===== config.mk =====
export PLATFORM = sky130hd
export DESIGN_NAME = keccak_squeeze_out
export DESIGN_NICKNAME = d
export VERILOG_FILES = /design/src/rtl/keccak_pkg.sv /design/src/rtl/keccak_piso_buf.sv /design/src/rtl/keccak_squeeze_out.sv
export SDC_FILE = /design/constraint.sdc
export NUM_CORES = 2
export LEC_CHECK = 0
export CORE_AREA = 2 2 456 458
export DETAILED_ROUTE_END_ITERATION = 8
export DIE_AREA = 0 0 458 460
export GPL_TIMING_DRIVEN = 1
export PLACE_DENSITY = 0.44
export SLEW_MARGIN = 5
export SYNTH_ARGS = -nofsm -noshare
export SYNTH_HDL_FRONTEND = slang
export SYNTH_SLANG_ARGS = --single-unit

===== constraint.sdc =====
create_clock -name clk -period 2.2 [get_ports clk]
set_clock_uncertainty 0.05 [all_clocks]
set_input_delay 0.66 -clock clk [delete_from_list [all_inputs] [get_ports clk]]
set_output_delay 0.66 -clock clk [all_outputs]
set_load 0.1 [all_outputs]

===== src/rtl/keccak_pkg.sv =====
// keccak_pkg: shared squeeze FSM state type and default SHA3-256 geometry.
package keccak_pkg;
  localparam int DEF_RATE_W = 1088;
  localparam int DEF_WORD_W = 64;
  typedef enum logic [1:0] {IDLE, WAIT_BLK, EMIT} sq_state_t;
endpackage


===== src/rtl/keccak_piso_buf.sv =====
// keccak_piso_buf: parallel-load rate buffer that shifts out one word at a time.
module keccak_piso_buf
  import keccak_pkg::*;
#(
  parameter int RATE_W = DEF_RATE_W,
  parameter int WORD_W = DEF_WORD_W
) (
  input  logic              clk,
  input  logic              rst_n,
  input  logic              load,
  input  logic              shift,
  input  logic [RATE_W-1:0] din,
  output logic [WORD_W-1:0] dout
);
  logic [RATE_W-1:0] sr;
  always_ff @(posedge clk or negedge rst_n)
    if (!rst_n) sr <= '0;
    else if (load) sr <= din;
    else if (shift) sr <= sr >> WORD_W;
  assign dout = sr[WORD_W-1:0];
endmodule


===== src/rtl/keccak_squeeze_out.sv =====
// keccak_squeeze_out: streams len_words words out of successive rate blocks,
// requesting a new permutation each time a block is exhausted.
module keccak_squeeze_out
  import keccak_pkg::*;
#(
  parameter int RATE_W = DEF_RATE_W,
  parameter int WORD_W = DEF_WORD_W,
  parameter int LEN_W  = 16
) (
  input  logic              clk,
  input  logic              rst_n,
  input  logic              start,
  input  logic [LEN_W-1:0]  len_words,
  input  logic              blk_valid,
  input  logic [RATE_W-1:0] blk_data,
  output logic              blk_ready,
  output logic              out_valid,
  input  logic              out_ready,
  output logic [WORD_W-1:0] out_data,
  output logic              out_last,
  output logic              perm_req,
  output logic              busy,
  output logic              done
);
  localparam int NW = RATE_W / WORD_W;
  localparam int IDX_W = NW > 1 ? $clog2(NW) : 1;
  if (RATE_W % WORD_W != 0) begin : g_bad_geom
    $error("RATE_W must be a multiple of WORD_W");
  end
  sq_state_t        state;
  logic [LEN_W-1:0] rem;
  logic [IDX_W-1:0] idx;
  logic [WORD_W-1:0] buf_lo;
  logic             hs;
  assign blk_ready = state == WAIT_BLK;
  assign out_valid = state == EMIT;
  assign busy      = state != IDLE;
  assign out_last  = out_valid && rem == LEN_W'(1);
  assign out_data  = out_valid ? buf_lo : '0;
  assign hs        = out_valid && out_ready;
  keccak_piso_buf #(.RATE_W(RATE_W), .WORD_W(WORD_W)) u_buf (
    .clk(clk), .rst_n(rst_n), .load(blk_ready && blk_valid), .shift(hs),
    .din(blk_data), .dout(buf_lo)
  );
  always_ff @(posedge clk or negedge rst_n)
    if (!rst_n) begin
      state    <= IDLE;
      rem      <= '0;
      idx      <= '0;
      perm_req <= 1'b0;
      done     <= 1'b0;
    end else begin
      perm_req <= 1'b0;
      done     <= 1'b0;
      case (state)
        IDLE:
          if (start && len_words != '0) begin
            state <= WAIT_BLK;
            rem   <= len_words;
          end else if (start) done <= 1'b1;
        WAIT_BLK:
          if (blk_valid) begin
            state <= EMIT;
            idx   <= '0;
          end
        EMIT:
          if (out_ready) begin
            rem <= rem - LEN_W'(1);
            idx <= idx + IDX_W'(1);
            if (rem == LEN_W'(1)) begin
              state <= IDLE;
              done  <= 1'b1;
            end else if (idx == IDX_W'(NW - 1)) begin
              state    <= WAIT_BLK;
              perm_req <= 1'b1;
            end
          end
        default: state <= IDLE;
      endcase
    end
endmodule


Word level (Yosys, flattened, before mapping). Index checks and enable logic that the tools add are counted.

Register bits: 1113. Input bits: 1109. Output and inout bits: 70.

$add $sub $neg: 2. Equal/unequal tests: 8. Mux-type cells: 24. Reductions and logical operators: 13.

Operators with widths (number): $mux 1088 (2); $mux 64 (1); $mux 16 (2); $pmux 16 s2 (1); $eq 16x1->1 const B (1); $reduce_bool 16->1 (1); $sub 16x1->16 const B (1); $mux 2 (5); $mux 5 (2); $pmux 5 s2 (1); $mux 1 (8); $reduce_bool 2->1 (4); $pmux 2 s3 (1); $reduce_and 3->1 (2); $add 5x1->5 const B (1); $eq 5x5->1 const B (1); $logic_and 1x1->1 (4); $ne 2x2->1 const B (2); $reduce_and 4->1 (1); $ne 3x1->1 const B (1); $eq 2x1->1 const B (1); $eq 2x2->1 const B (1); $logic_not 2->1 (1); $ne 2x1->1 const B (1); $pmux 1 s2 (1).

Logic depth before layout (Yosys ltp).
Depth after elaboration: 5. Depth in mapped cells: 8.

By module. A second synthesis with hierarchy kept.

Cell total of the unflattened synthesis: 5036. Area total of the unflattened synthesis: 51617.0 um^2.

By module, submodules not included: keccak_piso_buf (times used 1, cells each 4779, area each 49520.0 um^2); keccak_squeeze_out (times used 1, cells each 257, area each 2097.0 um^2).

Worst setup path before layout. OpenSTA, ideal clock, no wires.

Kind: register to output. Start: register state[0]. End: output port out_data[54]. Arrival time: 2685 ps. Data required time: 1490 ps. Slack: -1195 ps. Stages on the path, launching flop included: 6. Path buffers: 2. Cell sequence: dfrtp_1 nand2b_1 buf_2 inv_2 clkbuf_1 and2_1.

Cells in the longest elaborated chain, start to end: 2.

Ends and longest elaborated chain: from (decl) (line keccak_squeeze_out.sv:30) `sq_state_t state;`; from (signal assigned) (line keccak_squeeze_out.sv:47) `state <= IDLE;`; from (signal assigned) (line keccak_squeeze_out.sv:58) `state <= WAIT_BLK;`; from (signal assigned) (line keccak_squeeze_out.sv:63) `state <= EMIT;`; $eq 2x2->1 (line keccak_squeeze_out.sv:36) `assign out_valid = state == EMIT;`; named net out_valid (line keccak_squeeze_out.sv:17) `output logic out_valid,`; $mux 64 (line keccak_squeeze_out.sv:39) `assign out_data = out_valid ? buf_lo : '0;`; to (decl) (line keccak_squeeze_out.sv:19) `output logic [WORD_W-1:0] out_data,`.

The timed path passes the listed nets, and every way through them passes these cells.

Worst setup path after layout.
Start: register rem[9]. End: output port out_last.

Cells in the longest elaborated chain, start to end: 2.

Ends and longest elaborated chain: from (decl) (line keccak_squeeze_out.sv:31) `logic [LEN_W-1:0] rem;`; from (signal assigned) (line keccak_squeeze_out.sv:59) `rem <= len_words;`; from (signal assigned) (line keccak_squeeze_out.sv:68) `rem <= rem - LEN_W'(1);`; $eq 16x1->1 (line keccak_squeeze_out.sv:38) `assign out_last = out_valid && rem == LEN_W'(1);`; $logic_and 1x1->1 (line keccak_squeeze_out.sv:38); to (decl) (line keccak_squeeze_out.sv:20) `output logic out_last,`.

No other way between the ends.

==> reports/results.ini <==
[setup_path]
slowest_delay_ps = 560
crit-reg2reg-launch = state[1]
cpMaxStageDelayCell = or4_4
critPathTopFamily = simple AND/OR/NAND/NOR gates
critical_path_buf_inv_count = 1
r2r_slack_ps = -110
crit_type = flop to primary output
ff2ff_path_depth = 9
reg2reg_to = u_buf.sr[129]
crit_path_max_fanout = 2
cp_data_required_time_ps = 1490
critPathCaptureType = primary output
critPathLaunchType = flop
worstPathCellList = or4_4 > nor2_4 > nand4_1 > nor2_4 > buf_12
arrival_ps = 2430
crit_top_cell = nor2_4

[sta]
rsz0062_at_grt = true
slew_viol_final = 0
fin_crit_sh = 1.425
finalWorstSetupSlack_ps = -935.6
max_slew_margin = 0.5600
hold_ws_ps = 309.2
fin_crit_ps = 3136
setup_violations = 144
fmax_mhz = 318.9
hold_viol_final = 0
tns_ps = -45510
worst_pin_slew_ps = 659.3

[synthesis]
synth_most_common_cell = nand2_1
synth_cells = 5977
avgSynthCellArea_um2 = 8.401
syn_area_um2 = 50210
synth_top_family_by_area = simple AND/OR/NAND/NOR gates
synthAdderAreaFrac = 0.0009967
synth_top_flop_cell = dfrtp_1
synth_xor_area_frac = 0.0005233
ys_seq_area_frac = 0.5547
synth-simple-area-share = 0.2481
synth_warnings = 0
synth_commonest_cells = nand2_1 (2,070), dfrtp_1 (1,113), nor2_1 (1,039), a31oi_1 (1,025), buf_2 (286)
async_flop_share = 1.000
ys_seq_elements = 1113
synth_nets = 7090
synth_compound_area_frac = 0.1458
yosysUniqueCellTypes = 52
netlist_top_cells_area = dfrtp_1 (55%), nand2_1 (15%), a31oi_1 (13%)
synthMuxAreaShare = 0.0003987
synth_edf_count = 0
synth_top_cell_by_area = dfrtp_1
synth_top_area_share = 0.5547

[placed_design]
port_buffers = 1178
dpl.hpwl_um = 187600
dp_slack_ps = -728.1
gp_congestion = 0.9114

[power]
pwr-share-seq = 0.345
max-vdd-ir-drop_v = 0.002012
p_sw_frac = 0.3993
internal_power_mw = 61.64
power_density_nw_per_um2 = 1387
leakage_nw = 31.42
p_total_mw = 102.6
clkPwrFrac = 0.234
p_sw_mw = 40.97
p_comb_frac = 0.421

[clock_network]
cts_tree = built
cts_made_buffers = 139
h-tree-depth = 4
clk_latency_ps = 810
cts_buffer_depth = 3
clk_pin_slew_ps = 60
clockRootBuffer = clkbuf_16
clock_sinks = 1113

[outcome]
failed_checks = negative setup slack
status = complete, but fails checks

[final_layout]
nFillCells = 21620
area_delta_synth_final_pct = 47.33
drive_gt1_frac = 0.1102
nets = 8328
post-route-util = 0.3591

[route]
drc_errors = 0
wirelength_um = 240700
first_iter_violations = 4118
wire_per_inst_um = 23.94
vias_per_cell = 4.757
drtPass1Iterations = 6
antenna_left = 0
vias = 47840

[worst_hold_path]
hp-class = primary input to async pin

[floorplanning]
pin_count = 1179
start_util = 0.2437
core_area_um2 = 206000
dieHeight_um = 460
die_width_um = 458
dieArea_um2 = 210700
row_count = 167

[grt]
grt_use_total = 0.2212
antenna_found_initial = 92
grt_max_degree = 79
grt_first_pass_wirelength_um = 339300
grt_pass1_vias = 46950
grt_overflow_total = 0

[run]
cap_viol_max_count = 0

==> timing repair <==
action	in CTS	in global routing
pin swaps	23	56
setup endpoints to repair	69	113
buffers inserted	14	14
endpoints found under the hold margin	42	0
gates resized for setup	30	76
hold buffers	1	0
gates cloned	7	6
==> through the flow <==
step                instances  cell area [um^2]
floorplan                5977             50400
global placement         9743             68280
detailed placement       9743             68280
CTS                     10010             73490
global route            10040             73950
finish                  10060             73980
==> per-layer routing <==
metal,global-route usage,vias to the layer above,share of wire
met5,0,-,0.0022
met4,0.06946,84,0.028
met3,0.05542,338,0.071
met2,0.3553,1568,0.46
met1,0.2913,23180,0.44
li1,-,22670,-
==> state kept, by name, indices dropped and copies added (netlist names) <==
name and cells:
perm_req 1, rem 16, u_buf.sr 1088, idx 5, done 1, state 2
==> how the worst max path moves through the flow <==
stage               slack (ps)       end  cells past startpoint          start
finish                    -940  out_last                      5         rem[9]
global route             -1090  out_last                      5         rem[9]
CTS                      -1070  out_last                      5         rem[9]
detailed placement        -730   rem[10]                      5  len_words[13]
global placement          -700   rem[10]                      5  len_words[13]
floorplan                 -270  out_last                      4         rem[9]
==> layout make-up <==
class                   instances  area (um^2)  share of cell area
multi-input cells            4369        20150              0.2724
flip-flops and latches       1113        27850              0.3765
well taps                    2704         3383             0.04573
clock buffers                 205         4255             0.05752
inverters                       9        46.29           0.0006258
clock inverters                42        503.0            0.006799
diodes                         31        77.57            0.001049
repair buffers               1583        17710              0.2394
==> placed cells by master (no fill, tap or decap), types with 9 or more instances in the layout <==
master,n
a22o_1,64
a31oi_1,1025
and2_4,65
buf_12,198
buf_16,16
buf_4,220
buf_6,29
bufinv_16,9
clkbuf_1,21
clkbuf_16,152
clkbuf_8,38
clkdlybuf4s50_1,1107
clkinv_2,21
dfrtp_1,1113
diode_2,31
nand2_1,2049
nand2_2,21
nor2_1,1035
nor4_1,9
o221ai_1,11
==> logic make-up after synthesis <==
family / after synthesis
compound gates: 1134
xor+xnor: 3
fa+ha+maj: 4
buf+inv: 495
flops: 1113
mux: 2
simple gates: 3226
==> power by group through the flow <==
stage	registers, mW	clock network [mW]	logic (mW)
5_1_grt	36.4	25.5	46.7
6_report	35.4	24.0	43.2
4_1_cts	35.5	24.7	43.6
3_3_place_gp	35.6	0	41.9
3_5_place_dp	35.8	0	42.3
2_1_floorplan	33.0	0	26.2
No activity file was read; power rests on OpenSTA's default activity.
